## config.mk

```make
export PLATFORM = sky130hd
export DESIGN_NAME = fetch_unit_flat
export DESIGN_NICKNAME = d
export VERILOG_FILES = /design/src/rtl/fetch_unit_if.sv /design/src/rtl/fetch_unit.sv /design/src/flat_wrapper.sv
export SDC_FILE = /design/constraint.sdc
export NUM_CORES = 1
export LEC_CHECK = 0
export BUFFER_PORTS_ARGS = -buffer_cell sky130_fd_sc_hd__buf_2
export CORE_ASPECT_RATIO = 1.5
export CORE_MARGIN = 5
export CORE_UTILIZATION = 45
export DETAILED_ROUTE_END_ITERATION = 10
export PLACE_DENSITY = 0.69
export SLEW_MARGIN = 20
export SYNTH_ARGS = -nofsm -noshare
export SYNTH_HDL_FRONTEND = slang
export SYNTH_SLANG_ARGS = --single-unit
```

## constraint.sdc

```tcl
create_clock -name clk -period 3.4 [get_ports clk]
set_clock_uncertainty 0.2 [all_clocks]
set_input_delay 0.68 -clock clk [delete_from_list [all_inputs] [get_ports clk]]
set_output_delay 0.68 -clock clk [all_outputs]
set_load 0.02 [all_outputs]
```

## src/rtl/fetch_unit_if.sv

```systemverilog
// Decode-side delivery channel of the fetch unit.
//   out_valid  : head of the prefetch FIFO holds an instruction
//   out_ready  : decode accepts the head this cycle
//   out_instr  : head instruction word
//   out_pc     : PC of the head instruction
// master = fetch unit (producer), slave = decode (consumer).
interface fetch_unit_if #(
  parameter int unsigned DATA_WIDTH = 16,
  parameter int unsigned PC_WIDTH   = 4
) ();
  logic                  out_valid;
  logic                  out_ready;
  logic [DATA_WIDTH-1:0] out_instr;
  logic [PC_WIDTH-1:0]   out_pc;

  modport master (output out_valid, output out_instr, output out_pc, input out_ready);
  modport slave  (input out_valid, input out_instr, input out_pc, output out_ready);
endinterface

```

## src/rtl/fetch_unit.sv

```systemverilog
// Pipelined instruction fetch: DEPTH-word instruction memory with synchronous
// read and a host load port, a sequential fetch PC, and a BUF_DEPTH-entry
// prefetch FIFO delivering {pc, instr} to decode over valid/ready.
// Branch redirect restarts fetch and flushes in-flight and buffered words.
// Memory contents are provided through the host load port.
// Ports:
//   clk, reset      : single clock, synchronous active-high reset
//   enable          : permit new fetch issues
//   redirect_valid  : restart fetch at redirect_pc, flushing the pipeline
//   redirect_pc     : new fetch address
//   load_en/addr/data : host write into instruction memory
//   fetch_out       : decode channel (out_valid/out_ready/out_instr/out_pc)
//   buf_count       : occupied FIFO entries
module fetch_unit #(
  parameter int unsigned DATA_WIDTH = 16,
  parameter int unsigned PC_WIDTH   = 4,
  parameter int unsigned BUF_DEPTH  = 2
) (
  input  logic                           clk,
  input  logic                           reset,
  input  logic                           enable,
  input  logic                           redirect_valid,
  input  logic [PC_WIDTH-1:0]            redirect_pc,
  input  logic                           load_en,
  input  logic [PC_WIDTH-1:0]            load_addr,
  input  logic [DATA_WIDTH-1:0]          load_data,
  fetch_unit_if.master                   fetch_out,
  output logic [$clog2(BUF_DEPTH+1)-1:0] buf_count
);

  localparam int unsigned DEPTH = 2**PC_WIDTH;
  localparam int unsigned CW    = $clog2(BUF_DEPTH+1);
  localparam int unsigned CW1   = CW + 1;
  localparam int unsigned PW    = $clog2(BUF_DEPTH);
  localparam logic [PW-1:0] LAST_PTR   = PW'(BUF_DEPTH - 1);
  localparam logic [CW:0]   CREDIT_LIM = CW1'(BUF_DEPTH);

  logic [DATA_WIDTH-1:0] mem_q [DEPTH];

  logic [PC_WIDTH-1:0]   fetch_pc_q, fetch_pc_d;
  logic                  inflight_q, inflight_d;
  logic [DATA_WIDTH-1:0] rd_data_q,  rd_data_d;
  logic [PC_WIDTH-1:0]   rd_pc_q,    rd_pc_d;
  logic [PW-1:0]         wr_ptr_q,   wr_ptr_d;
  logic [PW-1:0]         rd_ptr_q,   rd_ptr_d;
  logic [CW-1:0]         count_q,    count_d;

  logic [DATA_WIDTH-1:0] fifo_instr_q [BUF_DEPTH];
  logic [PC_WIDTH-1:0]   fifo_pc_q    [BUF_DEPTH];

  logic        pop, pop_eff, push, issue;
  logic [CW:0] credit;

  function automatic logic [PW-1:0] ptr_inc(input logic [PW-1:0] p);
    return (p == LAST_PTR) ? '0 : p + PW'(1);
  endfunction

  // No reset: contents survive reset. NBA write gives read-before-write
  // against a fetch read of the same address in the same cycle.
  always_ff @(posedge clk) begin
    if (load_en) mem_q[load_addr] <= load_data;
  end

  always_comb begin
    pop     = (count_q != '0) & fetch_out.out_ready;
    // Credit includes the in-flight read so a returning word always has a slot.
    credit  = {1'b0, count_q} + CW1'(inflight_q) - CW1'(pop);
    issue   = enable & ~redirect_valid & (credit < CREDIT_LIM);
    push    = inflight_q & ~redirect_valid;
    pop_eff = pop & ~redirect_valid;

    fetch_pc_d = fetch_pc_q;
    inflight_d = issue;
    rd_data_d  = rd_data_q;
    rd_pc_d    = rd_pc_q;
    wr_ptr_d   = wr_ptr_q;
    rd_ptr_d   = rd_ptr_q;
    count_d    = count_q;

    if (issue) begin
      fetch_pc_d = fetch_pc_q + PC_WIDTH'(1);
      rd_data_d  = mem_q[fetch_pc_q];
      rd_pc_d    = fetch_pc_q;
    end
    if (push)    wr_ptr_d = ptr_inc(wr_ptr_q);
    if (pop_eff) rd_ptr_d = ptr_inc(rd_ptr_q);
    case ({push, pop_eff})
      2'b10:   count_d = count_q + CW'(1);
      2'b01:   count_d = count_q - CW'(1);
      default: count_d = count_q;
    endcase

    // Redirect overrides issue, push and pop.
    if (redirect_valid) begin
      fetch_pc_d = redirect_pc;
      wr_ptr_d   = '0;
      rd_ptr_d   = '0;
      count_d    = '0;
    end
  end

  always_ff @(posedge clk) begin
    if (reset) begin
      fetch_pc_q <= '0;
      inflight_q <= 1'b0;
      rd_data_q  <= '0;
      rd_pc_q    <= '0;
      wr_ptr_q   <= '0;
      rd_ptr_q   <= '0;
      count_q    <= '0;
    end else begin
      fetch_pc_q <= fetch_pc_d;
      inflight_q <= inflight_d;
      rd_data_q  <= rd_data_d;
      rd_pc_q    <= rd_pc_d;
      wr_ptr_q   <= wr_ptr_d;
      rd_ptr_q   <= rd_ptr_d;
      count_q    <= count_d;
    end
  end

  always_ff @(posedge clk) begin
    if (reset) begin
      for (int unsigned i = 0; i < BUF_DEPTH; i++) begin
        fifo_instr_q[i] <= '0;
        fifo_pc_q[i]    <= '0;
      end
    end else if (push) begin
      fifo_instr_q[wr_ptr_q] <= rd_data_q;
      fifo_pc_q[wr_ptr_q]    <= rd_pc_q;
    end
  end

  assign fetch_out.out_valid = (count_q != '0);
  assign fetch_out.out_instr = fifo_instr_q[rd_ptr_q];
  assign fetch_out.out_pc    = fifo_pc_q[rd_ptr_q];
  assign buf_count           = count_q;

endmodule

```

## src/flat_wrapper.sv

```systemverilog
// flat-port wrapper written by rule: the top's interface ports become plain ports
module fetch_unit_flat 
#(
  parameter int unsigned DATA_WIDTH = 16,
  parameter int unsigned PC_WIDTH   = 4,
  parameter int unsigned BUF_DEPTH  = 2
)
  (clk, reset, enable, redirect_valid, redirect_pc, load_en, load_addr, load_data, buf_count, fetch_out_out_valid, fetch_out_out_instr, fetch_out_out_pc, fetch_out_out_ready);
  fetch_unit_if #(.DATA_WIDTH(DATA_WIDTH), .PC_WIDTH(PC_WIDTH)) fetch_out_i ();
  input  logic clk;
  input  logic reset;
  input  logic enable;
  input  logic redirect_valid;
  input  logic [PC_WIDTH-1:0] redirect_pc;
  input  logic load_en;
  input  logic [PC_WIDTH-1:0] load_addr;
  input  logic [DATA_WIDTH-1:0] load_data;
  output logic [$clog2(BUF_DEPTH+1)-1:0] buf_count;
  output wire logic [$bits(fetch_out_i.out_valid)-1:0] fetch_out_out_valid;
  output wire logic [$bits(fetch_out_i.out_instr)-1:0] fetch_out_out_instr;
  output wire logic [$bits(fetch_out_i.out_pc)-1:0] fetch_out_out_pc;
  input wire logic [$bits(fetch_out_i.out_ready)-1:0] fetch_out_out_ready;
  assign fetch_out_out_valid = fetch_out_i.out_valid;
  assign fetch_out_out_instr = fetch_out_i.out_instr;
  assign fetch_out_out_pc = fetch_out_i.out_pc;
  assign fetch_out_i.out_ready = fetch_out_out_ready;
  fetch_unit #(.DATA_WIDTH(DATA_WIDTH), .PC_WIDTH(PC_WIDTH), .BUF_DEPTH(BUF_DEPTH)) u_core (.clk(clk), .reset(reset), .enable(enable), .redirect_valid(redirect_valid), .redirect_pc(redirect_pc), .load_en(load_en), .load_addr(load_addr), .load_data(load_data), .fetch_out(fetch_out_i), .buf_count(buf_count));
endmodule
```

==> summary.txt, run 1 <==
STA
  • Fin. Hold Viols: 0
  • Fin crit period: 3.06 ns
  • Final setup vio count: 0
  • RSZ-0062 raised after global routing: false
  • Period utilisation layout: 89.9%
  • Slew @ Worst Pin: 0.985 ns
  • Worst setup margin: 0.344 ns
  • Slew Limit Fails: 0
  • WHS: 0.234 ns
  • Final setup TNS: 0 ns
  • Slew headroom: 34.3%
  • Max Clock Freq: 327 MHz

Setup path
  • CP arrival: 3.30 ns
  • Crit path max-delay cell type: fa_1
  • R2r setup slk: 0.34 ns
  • Required time of the critical path: 3.64 ns
  • Worst Reg-to-Reg Cells: 9
  • Critical Path Start Type: register
  • R2r endpoint: u_core.rd_data_q[15]
  • Worst flop-to-flop path startpoint: u_core.buf_count[0]
  • Crit path kind: reg2reg
  • Worst-path cell chain: o21ai_0 > inv_1 > ha_1 > nand2b_1 > fa_1 > nand3b_1 > or4_1 > buf_4 > o221ai_1
  • Crit end category: register
  • Maximum fanout along the worst path: 16
  • Largest stage delay, worst path: 0.52 ns

GRT
  • Grt total ovfl: 0
  • First-pass GRT wire length: 39300 µm
  • Overall routing resource usage: 16.0%
  • Largest net degree at the start of global routing: 27
  • Antenna violations before repair: 0
  • Vias in the first global route: 6696

CTS
  • CTS max path bufs: 3
  • TritonCTS Sinks: 326
  • Clock transition at path regs: 0.07 ns
  • # resized after CTS: 0
  • CTS root buffer: clkbuf_16
  • CTS buffer count: 28
  • Clk Latency, worst-skew pair: 0.54 ns
  • Post CTS Setup Buffer Count: 0
  • Hold Buf Count CTS: 0
  • CTS tree: done
  • H-tree levels: 1

Finish
  • Share of layout cells above drive strength 1: 28.8%
  • Fin util: 51.4%
  • Post-layout instance area: 14400 µm²
  • Ant diodes: 0
  • Layout area overhead: 12.8%
  • Final Non-Filler Cells: 1099
  • Layout Nets: 767
  • Multi-input gate area: 3100 µm²
  • Sequential cell area: 9500 µm²
  • Number of fillers in the final layout: 2198

Route
  • # DRC: 0
  • Vias/cell: 5.66
  • First-pass DRT Iterations: 5
  • Vias: 6218
  • Routed Antenna Nets: 0
  • Total length of routed wires: 25100 µm
  • 1st-iter DRT viols: 468
  • Per-cell routed wire length: 22.8 µm

Yosys
  • Seq/Total Area, Yosys: 74.2%
  • Area share of the largest cell type after synthesis: 69.5%
  • Synth top cells by count: 296 x edfxtp_1, 64 x mux4_2, 40 x and2_1
  • Synth Net Count: 692
  • Synthesis Warnings: 0
  • Number of enable flip-flop cells after synthesis: 296
  • Post-synthesis cell count: 658
  • Leading area contributor after synthesis: edfxtp_1
  • Primary FF master, synth: edfxtp_1
  • Most numerous cell in the Yosys netlist: edfxtp_1
  • Synth area leaders: edfxtp_1 70%, mux4_2 11%, dfxtp_1 4.7%
  • Async set-reset flop share out of synthesis: 0%
  • Syn avg cell area: 19.4 µm²
  • FF+latch count, synth: 326
  • Synth Cell Area: 12800 µm²
  • Cell variety after synth: 39

Worst hold path
  • Hold wc startpoint: redirect_pc[2]
  • Worst hold stages: 3
  • Min-Delay Path Class: in2reg
  • Worst Hold End: u_core.fetch_pc_q[2]

Placement
  • Placed cells: 1049
  • Number of port buffers: 52
  • Setup WS pre-CTS: 0.112 ns
  • HPWL Detailed: 15700 µm
  • Placed cell area: 13600 µm²
  • Placer Congestion: 0.729

Power
  • Power Total: 7.93 mW
  • Pwr dens: 550 nW/µm²
  • Static leakage: 4.71 nW
  • Worst VDD drop: 0.368 mV

Floorplanning
  • Die Wd: 148 µm
  • Initial core utilization: 45.6%
  • Core area: 28100 µm²
  • Die area: 32000 µm²
  • I/O Pins: 53
  • Placement row count: 75
  • Die H: 216 µm

Job
  • MaxCap Viol Count: 0

Run status
  • Status: complete, no violations
[cell families (layout without fill, tap and decap cells)]
group                      count (synthesis)  after routing  share of synthesized area (%)
DFF                                      326            326                           74.2
muxes                                    116            116                           15.5
and+or+nand+nor                          109            109                           4.91
AOI/OAI and AO/OA                         53             53                           2.74
buffers and inverters                     44            139                           1.75
xor gates and xnor gates                   6              6                          0.411
adders and majority gates                  4              4                          0.450
[power by group]
part	switching (mW)	total (mW)	internal (mW)	leakage, nW
registers	0.0538	4.52	4.47	2.97
logic	0.243	0.436	0.193	1.33
clock network	1.34	2.97	1.63	0.413
total	1.63	7.93	6.29	4.71
[worst max-delay path: cells and delay by family (launching register included)]
| kind | cells | cell delay [ns] |
|---|---|---|
| AND/OR/NAND/NOR | 3 | 0.74 |
| adder cells (fa/ha/maj) | 2 | 0.79 |
| AO/OA/AOI/OAI | 2 | 0.57 |
| flip-flops | 1 | 0.36 |
| buffers and inverters | 2 | 0.30 |
[registers in the layout (all words and copies together) (netlist names), named ones only]
signal / flops
u_core.buf_count: 2
u_core.mem_q: 256
u_core.fifo_instr_q: 32
u_core.rd_ptr_q: 1
u_core.fifo_pc_q: 8
u_core.rd_data_q: 16
u_core.inflight_q: 1
u_core.rd_pc_q: 4
u_core.fetch_pc_q: 4
u_core.wr_ptr_q: 1
[placed cells by master, fill, tap and decap left out, drive strengths merged, types with 5 or more instances in the layout]
master / synthesis / final
nor3: 11 / 11
buf: 19 / 85
mux4: 64 / 64
mux2: 20 / 20
clkinv: 0 / 12
and2: 40 / 40
clkbuf: 21 / 36
o21ai: 23 / 23
mux2i: 32 / 32
nand2: 5 / 5
a21oi: 5 / 5
dfxtp: 30 / 30
nand3: 6 / 6
edfxtp: 296 / 296
nor2: 14 / 14
nor2b: 16 / 16
o221ai: 16 / 16
[layout make-up]
class	count	area share (%)
Multi-Input combinational cell	288	21.5
Clock inverter	14	0.651
Timing Repair Buffer	85	3.70
Inverter	4	0.104
Tap cell	346	3.00
Clock buffer	36	5.21
Sequential cell	326	65.8
[per-layer routing]
layer  track usage [%]  vias up  wire, µm  part of all wire [%]
met2              30.1      168     13900                    56
met3              2.19       40      1270                   5.1
met4              4.29        0       476                   1.9
li1                  -     2793         -                     -
met5                 0        -         0                     0
met1              19.1     3217      9370                    37
[worst max path at each step]
| stage | start | to | slack, ns | cells after the start |
|---|---|---|---|---|
| 2_1_floorplan | fetch_out_out_ready | u_core.rd_data_q[0] | 0.33 | 10 |
| 3_3_place_gp | fetch_out_out_ready | u_core.rd_data_q[7] | 0.20 | 10 |
| 3_5_place_dp | fetch_out_out_ready | u_core.rd_data_q[14] | 0.11 | 10 |
| 4_1_cts | u_core.buf_count[0] | u_core.rd_data_q[14] | 0.33 | 9 |
| 5_1_grt | u_core.buf_count[0] | u_core.rd_data_q[14] | 0.14 | 9 |
| 6_report | u_core.buf_count[0] | u_core.rd_data_q[15] | 0.34 | 9 |
Note: power is estimated with default switching activity, not from simulation.
==> run 2, diff against run 1 <==
Settings changed: CELL_PAD_IN_SITES_DETAIL_PLACEMENT from default to 0, CELL_PAD_IN_SITES_GLOBAL_PLACEMENT from default to 1, PLACE_DENSITY 0.69 to default, PLACE_DENSITY_LB_ADDON from default to 0.1, SKIP_LAST_GASP from default to 1.
==> summary.txt, run 2 (synthesis results as in run 1) <==
Placement
  • Number of port buffers: 52
  • Placed cells: 1051
  • HPWL Detailed: 15500 µm
  • Placer Congestion: 0.705

Finish
  • Commonest cells after routing, fill and taps aside: 296 x edfxtp_1, 64 x mux4_2, 52 x buf_2
  • Ant diodes: 0
  • Most flops, register: u_core.mem_q
  • Layout area overhead: 13.5%
  • Most common cell after layout, fill and taps aside: edfxtp_1
  • Max FFs per register: 256
  • Fin util: 51.7%
  • Layout Nets: 771
  • Top Registers: u_core.mem_q (256), u_core.fifo_instr_q (32), u_core.rd_data_q (16)
  • Final Non-Filler Cells: 1104
  • Share of layout cells above drive strength 1: 29.8%

Floorplanning
  • Placement row count: 75
  • Initial core utilization: 45.6%
  • Core area: 28100 µm²
  • Die Wd: 148 µm
  • Die area: 32000 µm²
  • Die H: 216 µm
  • I/O Pins: 53

Job
  • MaxCap Viol Count: 0

Setup path
  • Crit path kind: reg2reg
  • Worst-path cell chain: o21ai_0 > inv_1 > ha_1 > nand2b_1 > fa_1 > nand3b_1 > or4_1 > buf_4 > o221ai_1
  • R2r setup slk: 0.40 ns
  • Maximum fanout along the worst path: 16
  • Worst flop-to-flop path startpoint: u_core.buf_count[1]
  • Worst setup path startpoint: u_core.buf_count[1]
  • Crit path max-delay cell type: fa_1
  • Worst Reg-to-Reg Cells: 9
  • Largest stage delay, worst path: 0.52 ns
  • CP arrival: 3.27 ns
  • Critical Path Start Type: register
  • Crit end category: register
  • CP Capture Point: u_core.rd_data_q[13]
  • R2r endpoint: u_core.rd_data_q[13]
  • Required time of the critical path: 3.67 ns

Worst hold path
  • Min-Delay Path Class: in2reg

STA
  • Fin crit period: 3.00 ns
  • Slew Limit Fails: 0
  • Fin. Hold Viols: 0
  • Slew @ Worst Pin: 1.05 ns
  • Period utilisation layout: 88.2%
  • Max Clock Freq: 334 MHz
  • RSZ-0062 raised after global routing: false
  • Slew headroom: 29.8%
  • Final setup TNS: 0 ns
  • WHS: 0.190 ns
  • Final setup vio count: 0

Route
  • Per-cell routed wire length: 22.8 µm
  • Total length of routed wires: 25200 µm
  • Routed Antenna Nets: 0
  • Vias: 6142
  • 1st-iter DRT viols: 392
  • Vias/cell: 5.56
  • # DRC: 0
  • First-pass DRT Iterations: 5

GRT
  • Antenna violations before repair: 1
  • Overall routing resource usage: 16.2%
  • Largest net degree at the start of global routing: 69
  • Grt total ovfl: 0
  • First-pass GRT wire length: 39700 µm
  • Vias in the first global route: 6623

Power
  • Static leakage: 4.75 nW
  • Pwr dens: 556 nW/µm²
  • Worst VDD drop: 0.380 mV
  • Power Total: 8.08 mW

CTS
  • CTS root buffer: clkbuf_16
  • CTS tree: done
  • H-tree levels: 1
  • TritonCTS Sinks: 326
  • Clk Latency, worst-skew pair: 0.55 ns
  • Clock transition at path regs: 0.06 ns
  • CTS buffer count: 30
  • CTS max path bufs: 3
  • Hold Buf Count CTS: 0
  • Post CTS Setup Buffer Count: 0
  • # resized after CTS: 0

Run status
  • Status: complete, no violations
## run 2: changes by cell type in the layout (fill, tap and decap cells not counted), sizes merged
cell      delta
buf          +2
clkbuf       +2
clkinvlp     +1
## run 2: metrics by stage
| step | instance area (µm²) | setup slack, ns |
|---|---|---|
| floorplan | 12800 | 0.328 |
| global placement | 13600 | 0.157 |
| CTS | 14500 | 0.375 |
| detailed placement | 13600 | 0.105 |
| finish | 14500 | 0.402 |
| global route | 14500 | 0.186 |
## run 2: how the worst min path moves through the flow
| stage | start | to | slack, ns | depth (start not counted) |
|---|---|---|---|---|
| floorplan | u_core.rd_pc_q[1] | u_core.rd_pc_q[1] | 0.26 | 2 |
| global placement | u_core.rd_pc_q[2] | u_core.rd_pc_q[2] | 0.27 | 2 |
| detailed placement | u_core.rd_pc_q[1] | u_core.rd_pc_q[1] | 0.29 | 2 |
| CTS | redirect_pc[2] | u_core.fetch_pc_q[2] | 0.16 | 3 |
| global route | redirect_pc[2] | u_core.fetch_pc_q[2] | 0.19 | 3 |
| finish | redirect_pc[2] | u_core.fetch_pc_q[2] | 0.19 | 3 |
## run 2: critical path: cells and delay by family (launching register included)
kind	cells	cell delay, ns
AO/OA/AOI/OAI	2	0.56
buffers and inverters	2	0.30
adder cells (fa/ha/maj)	2	0.79
flip-flops	1	0.31
AND/OR/NAND/NOR	3	0.76
## run 2: where the power goes
| group | internal (mW) | switching [mW] |
|---|---|---|
| combinational | 0.197 | 0.250 |
| sequential | 4.47 | 0.0497 |
| clock | 1.73 | 1.38 |
| total | 6.40 | 1.68 |
## run 2: final cells by class
cell class / count / area, µm²
fillers: 2264 / 13500
flip-flops and latches: 326 / 9500
multi-input cells: 288 / 3110
clock buffers: 38 / 802
well taps: 346 / 433
clock inverters: 15 / 98.8
inverters: 4 / 15.0
repair buffers: 87 / 561
## run 2: per-layer routing
| layer | up-vias | wire length [µm] | GRT usage [%] |
|---|---|---|---|
| met2 | 153 | 13400 | 29.2 |
| met5 | - | 0 | 0 |
| met4 | 0 | 561 | 4.35 |
| met3 | 40 | 1200 | 2.26 |
| met1 | 3152 | 10100 | 20.6 |
| li1 | 2797 | - | - |
